--- config.mk ---
export PLATFORM = sky130hd
export DESIGN_NAME = seq_detector_param
export DESIGN_NICKNAME = d
export VERILOG_FILES = /design/src/rtl/seq_det_pkg.sv /design/src/rtl/seq_detector_param.sv
export SDC_FILE = /design/constraint.sdc
export NUM_CORES = 1
export LEC_CHECK = 0
export ABC_AREA = 0
export BUFFER_PORTS_ARGS = -buffer_cell sky130_fd_sc_hd__buf_2
export CAP_MARGIN = 0
export CORE_MARGIN = 2
export CORE_UTILIZATION = 34
export CTS_BUF_LIST = sky130_fd_sc_hd__clkbuf_2
export DETAILED_ROUTE_END_ITERATION = 6
export PLACE_DENSITY_LB_ADDON = 0.08
export SYNTH_ARGS = -nofsm -noshare
export SYNTH_HDL_FRONTEND = slang
export SYNTH_SLANG_ARGS = --single-unit
--- constraint.sdc ---
create_clock -name clk -period 3.7 [get_ports clk]
set_input_delay 0.555 -clock clk [delete_from_list [all_inputs] [get_ports clk]]
set_output_delay 0.555 -clock clk [all_outputs]
set_load 0.01 [all_outputs]
--- src/rtl/seq_det_pkg.sv ---
// Shared types and helpers for the parametrised serial pattern detector.
package seq_det_pkg;

    typedef enum logic [0:0] {
        HUNT  = 1'b0,
        MATCH = 1'b1
    } state_t;

    // A zero length means "single bit"; anything past the shift depth is capped at it.
    function automatic int unsigned clamp_len(input int unsigned len_raw,
                                              input int unsigned max_len);
        if (len_raw == 0)
            return 1;
        else if (len_raw > max_len)
            return max_len;
        else
            return len_raw;
    endfunction

endpackage

--- src/rtl/seq_detector_param.sv ---
// Serial pattern detector with runtime-loadable pattern/length, selectable overlap,
// a one-cycle Moore match pulse and a saturating match counter.
module seq_detector_param
    import seq_det_pkg::*;
#(
    parameter int               PAT_W   = 4,
    parameter int               CNT_W   = 8,
    parameter logic [PAT_W-1:0] RST_PAT = 4'hB,
    localparam int              LEN_W   = $clog2(PAT_W + 1)
) (
    input  logic             clk,
    input  logic             rst_n,
    input  logic             in_valid,
    input  logic             x,
    input  logic             pat_load,
    input  logic [PAT_W-1:0] pat_in,
    input  logic [LEN_W-1:0] len_in,
    input  logic             overlap_en,
    input  logic             cnt_clr,
    output logic             match,
    output logic [CNT_W-1:0] match_cnt,
    output logic             cnt_sat,
    output logic             armed
);

    // The oldest history bit would only ever be shifted out, so only PAT_W-1 are kept.
    logic [PAT_W-2:0] hist_q, hist_d;
    logic [PAT_W-1:0] pat_q, pat_d;
    logic [LEN_W-1:0] len_q, len_d;
    logic [LEN_W-1:0] fill_q, fill_d;
    state_t           state_q, state_d;
    logic [CNT_W-1:0] cnt_q, cnt_d;
    logic             sat_q, sat_d;
    logic             armed_q, armed_d;

    logic             accept;
    logic             hit;
    logic [PAT_W-1:0] shifted;
    logic [PAT_W-1:0] len_mask;
    logic [LEN_W:0]   fill_inc;

    always_comb begin
        accept   = in_valid & ~pat_load;
        shifted  = {hist_q, x};
        fill_inc = {1'b0, fill_q} + (LEN_W + 1)'(1);
        for (int i = 0; i < PAT_W; i++) begin
            len_mask[i] = (i < int'(len_q));
        end
        hit = accept && (fill_inc >= {1'b0, len_q}) &&
              ((shifted & len_mask) == (pat_q & len_mask));
    end

    always_comb begin
        pat_d   = pat_q;
        len_d   = len_q;
        hist_d  = hist_q;
        fill_d  = fill_q;
        state_d = hit ? MATCH : HUNT;

        if (pat_load) begin
            pat_d  = pat_in;
            len_d  = LEN_W'(clamp_len(32'(len_in), PAT_W));
            hist_d = '0;
            fill_d = '0;
        end else if (accept) begin
            hist_d = shifted[PAT_W-2:0];
            // Non-overlapping mode restarts the window so the next match needs len fresh bits.
            if (hit && !overlap_en)
                fill_d = '0;
            else if (fill_q < LEN_W'(PAT_W))
                fill_d = fill_inc[LEN_W-1:0];
        end

        armed_d = (fill_d >= len_d);
    end

    always_comb begin
        cnt_d = cnt_q;
        sat_d = sat_q;
        if (cnt_clr) begin
            cnt_d = '0;
            sat_d = 1'b0;
        end else begin
            if (hit && (cnt_q != '1))
                cnt_d = cnt_q + CNT_W'(1);
            sat_d = sat_q | (cnt_d == '1);
        end
    end

    always_ff @(posedge clk or negedge rst_n) begin
        if (!rst_n) begin
            pat_q   <= RST_PAT;
            len_q   <= LEN_W'(PAT_W);
            hist_q  <= '0;
            fill_q  <= '0;
            state_q <= HUNT;
            cnt_q   <= '0;
            sat_q   <= 1'b0;
            armed_q <= 1'b0;
        end else begin
            pat_q   <= pat_d;
            len_q   <= len_d;
            hist_q  <= hist_d;
            fill_q  <= fill_d;
            state_q <= state_d;
            cnt_q   <= cnt_d;
            sat_q   <= sat_d;
            armed_q <= armed_d;
        end
    end

    assign match     = (state_q == MATCH);
    assign match_cnt = cnt_q;
    assign cnt_sat   = sat_q;
    assign armed     = armed_q;

endmodule

==> flow_metrics.py <==
metrics = {
    "synthesis": {
        "async_flop_share_pct": 100.0,
        "synthDistinctLibCells": 41,
        "ys_seq_elements": 24,
        "netlist_area_sq_um": 1403,
        "avgSynthCellArea_sq_um": 10.24,
        "syn-num-nets": 160,
        "synth-main-ff-cell": "dfrtp_1",
        "synth_edf_count": 0,
        "ys_seq_area_share_pct": 43.18,
        "syn_inst": 137,
        "yosysWarnings": 0,
    },
    "route": {
        "totalWireLength_mm": 2.816,
        "wl_per_cell_um": 13.35,
        "dr.pass1.iters": 4,
        "route.detailed.drc": 0,
        "final_antenna_net_count": 0,
        "drt_iter0_markers": 59,
        "avgViaCountPerCell": 4.900,
        "vias": 1034,
    },
    "placement": {
        "port_buffers": 24,
        "post-place-ws_ns": 0.6669,
        "gp_congestion": 0.8877,
        "hpwl_mm": 2.131,
    },
    "power_and_ir_drop": {
        "power_frac_clock_pct": 21.4,
        "power.internal_w": 0.0003428,
        "power_density_nw_per_um2": 306.7,
        "power_frac_comb_pct": 17.7,
        "p_leak_nw": 0.7608,
        "p_sw_share_pct": 28.82,
        "power_switching_w": 0.0001388,
        "ir_worst_vdd_mv": 0.1265,
        "sequentialPowerShare_pct": 60.9,
    },
    "clock_tree": {
        "clk_latency_ns": 0.36,
        "h-tree-depth": 1,
        "root_buffer": "clkbuf_2",
        "max-clock-path-buffers": 2,
        "cts_setup_buffers": 0,
        "clk_pin_slew_ns": 0.23,
        "cts_resized": 0,
        "hold_buffers": 0,
        "cts_sinks": 24,
        "cts_tree": "yes",
        "cts_made_buffers": 3,
    },
    "worst_setup_path": {
        "crit_required_ns": 3.96,
        "worstSetupPathType": "register to register",
        "crit_path_start_kind": "register",
        "worstSetupEndpointType": "register",
        "cp_max_fo": 12,
        "ff2ff_setup_slack_ns": 0.62,
        "cp.arrival_ns": 3.34,
    },
    "global_routing": {
        "grt_start_max_net_pins": 25,
        "grt_pass1_vias": 972,
        "antenna_found_initial": 0,
        "grt_overflow_total": 0,
        "grt_use_total_pct": 13.71,
        "grt_pass1_wl_mm": 4.678,
    },
    "run_status": {
        "status": "complete, no violations",
    },
    "timing": {
        "drv_slew": 0,
        "fin_crit_sh_pct": 83.30,
        "fmax_ghz": 0.3244,
        "worstMarginPinSlew_ns": 0.5508,
        "setup_viol": 0,
        "final_hold_viol_count": 0,
        "period_minus_slack_ns": 3.082,
        "fin_ws_ns": 0.6178,
        "final.setup.tns_ns": 0,
        "rsz0062_at_grt": "no",
        "skew_ns": 0.02265,
        "slew_headroom_pct": 63.28,
    },
    "floorplan": {
        "die_h_um": 68.23,
        "core_sq_um": 3971,
        "chipWidth_um": 68.23,
        "initial_core_util_pct": 35.32,
        "rows": 23,
        "die-area_sq_um": 4655,
        "pin_count": 25,
    },
    "finish": {
        "num_antenna_cells": 0,
        "synthToLayoutAreaGrowth_pct": 11.95,
        "drive_gt1_share_pct": 27.33,
        "fillers": 423,
        "layout.nets": 185,
    },
    "run": {
        "maxCapViolCount": 0,
    },
    "hold_path": {
        "hp-class": "input port to async pin",
    },
}
==> cell families after synthesis <==
family | count (synthesis) | share of synthesized area, %
buffers and inverters | 17 | 5.888
flip-flops | 24 | 43.18
AND/OR/NAND/NOR | 43 | 16.95
multiplexers | 8 | 6.155
AO/OA/AOI/OAI | 25 | 12.94
XOR/XNOR | 11 | 6.869
adder cells (fa/ha/maj) | 9 | 8.029
==> cell usage after synthesis (all sizes together), types with 3 or more instances <==
library cell,number,share of area (%)
dfrtp,20,36
nor2,16,4.3
inv,13,3.5
ha,9,8.0
xnor2,9,5.6
nand2,6,1.6
a21oi,5,1.8
mux2,5,4.0
o21ai,5,1.8
dfstp,4,7.5
nor3,4,1.4
a21o,3,1.6
and3,3,1.4
mux2i,3,2.1
==> flip-flops by register name (all words and copies together), names as in the netlist <==
| register | cells |
|---|---|
| len_q | 3 |
| armed | 1 |
| match | 1 |
| hist_q | 3 |
| fill_q | 3 |
| cnt_sat | 1 |
| match_cnt | 8 |
| pat_q | 4 |
==> placed cells by master, fill, tap and decap left out, drive strengths merged, types with 3 or more instances in the layout <==
cell type / n
a21o: 3
dfstp: 4
clkbuf: 3
mux2: 5
mux2i: 3
buf: 24
ha: 9
xnor2: 9
o21ai: 5
and3: 3
nor3: 4
nand2: 6
inv: 13
dfrtp: 20
nor2: 16
a21oi: 5
==> area by class of cell <==
cell class | instances | area [sq um] | area share, %
Timing Repair Buffer | 24 | 120.1 | 7.649
Multi-Input combinational cell | 96 | 714.4 | 45.50
Clock buffer | 3 | 15.01 | 0.9562
Sequential cell | 24 | 605.6 | 38.57
Tap cell | 50 | 62.56 | 3.984
Clock inverter | 1 | 3.754 | 0.2390
Inverter | 13 | 48.80 | 3.108
==> through the flow <==
step | util [%] | hold WS [ns] | cells | area (sq um) | total power [W]
detailed placement | 39.07 | 0.5219 | 207 | 1551 | 0.0003842
finish | 39.54 | 0.1335 | 211 | 1570 | 0.0004816
global route | 39.54 | 0.1261 | 211 | 1570 | 0.0005141
CTS | 39.54 | 0.1426 | 211 | 1570 | 0.0004883
global placement | 39.07 | 0.5232 | 207 | 1551 | 0.0003820
floorplan | - | 0.2594 | 137 | 1403 | 0.0003529
==> metal layers <==
| metal | vias up | share of wire (%) | global-route usage [%] |
|---|---|---|---|
| li1 | 525 | - | - |
| met1 | 489 | 54 | 20.23 |
| met2 | 15 | 41 | 19.66 |
| met3 | 5 | 3.4 | 2.632 |
| met4 | 0 | 1.6 | 5.250 |
| met5 | - | 0 | 0 |
==> path summary, 6_finish.rpt <==
| path | start | end | depth (start not counted) |
|---|---|---|---|
| setup / recovery | fill_q[0] | armed | 14 |
| min in group clk | pat_in[3] | pat_q[3] | 2 |
| hold / removal | rst_n | cnt_sat | 1 |
| max in group asynchronous | rst_n | pat_q[0] | 1 |
| setup reg to reg | fill_q[0] | armed | 14 |
| hold reg to reg | pat_q[2] | pat_q[2] | 1 |
==> power groups by stage <==
stage | Sequential, W | Clock (W) | Combinational [W]
3_5_place_dp | 0.000298 | 0 | 0.0000858
5_1_grt | 0.000296 | 0.000120 | 0.0000979
3_3_place_gp | 0.000298 | 0 | 0.0000841
6_report | 0.000293 | 0.000103 | 0.0000850
4_1_cts | 0.000294 | 0.000108 | 0.0000862
2_1_floorplan | 0.000296 | 0 | 0.0000564
==> critical path: stages (launching register included) <==
cell      delay [ns]
dfrtp_1         0.47
ha_1            0.22
inv_1           0.05
ha_1            0.22
ha_1            0.27
o21ai_0         0.06
o21ai_0         0.23
nand4_2         0.35
inv_1           0.25
nand2b_1        0.11
nand3_1         0.09
a21oi_1         0.08
ha_1            0.29
a21o_1          0.15
a21o_1          0.16
Note: power is estimated with default switching activity, not from simulation.
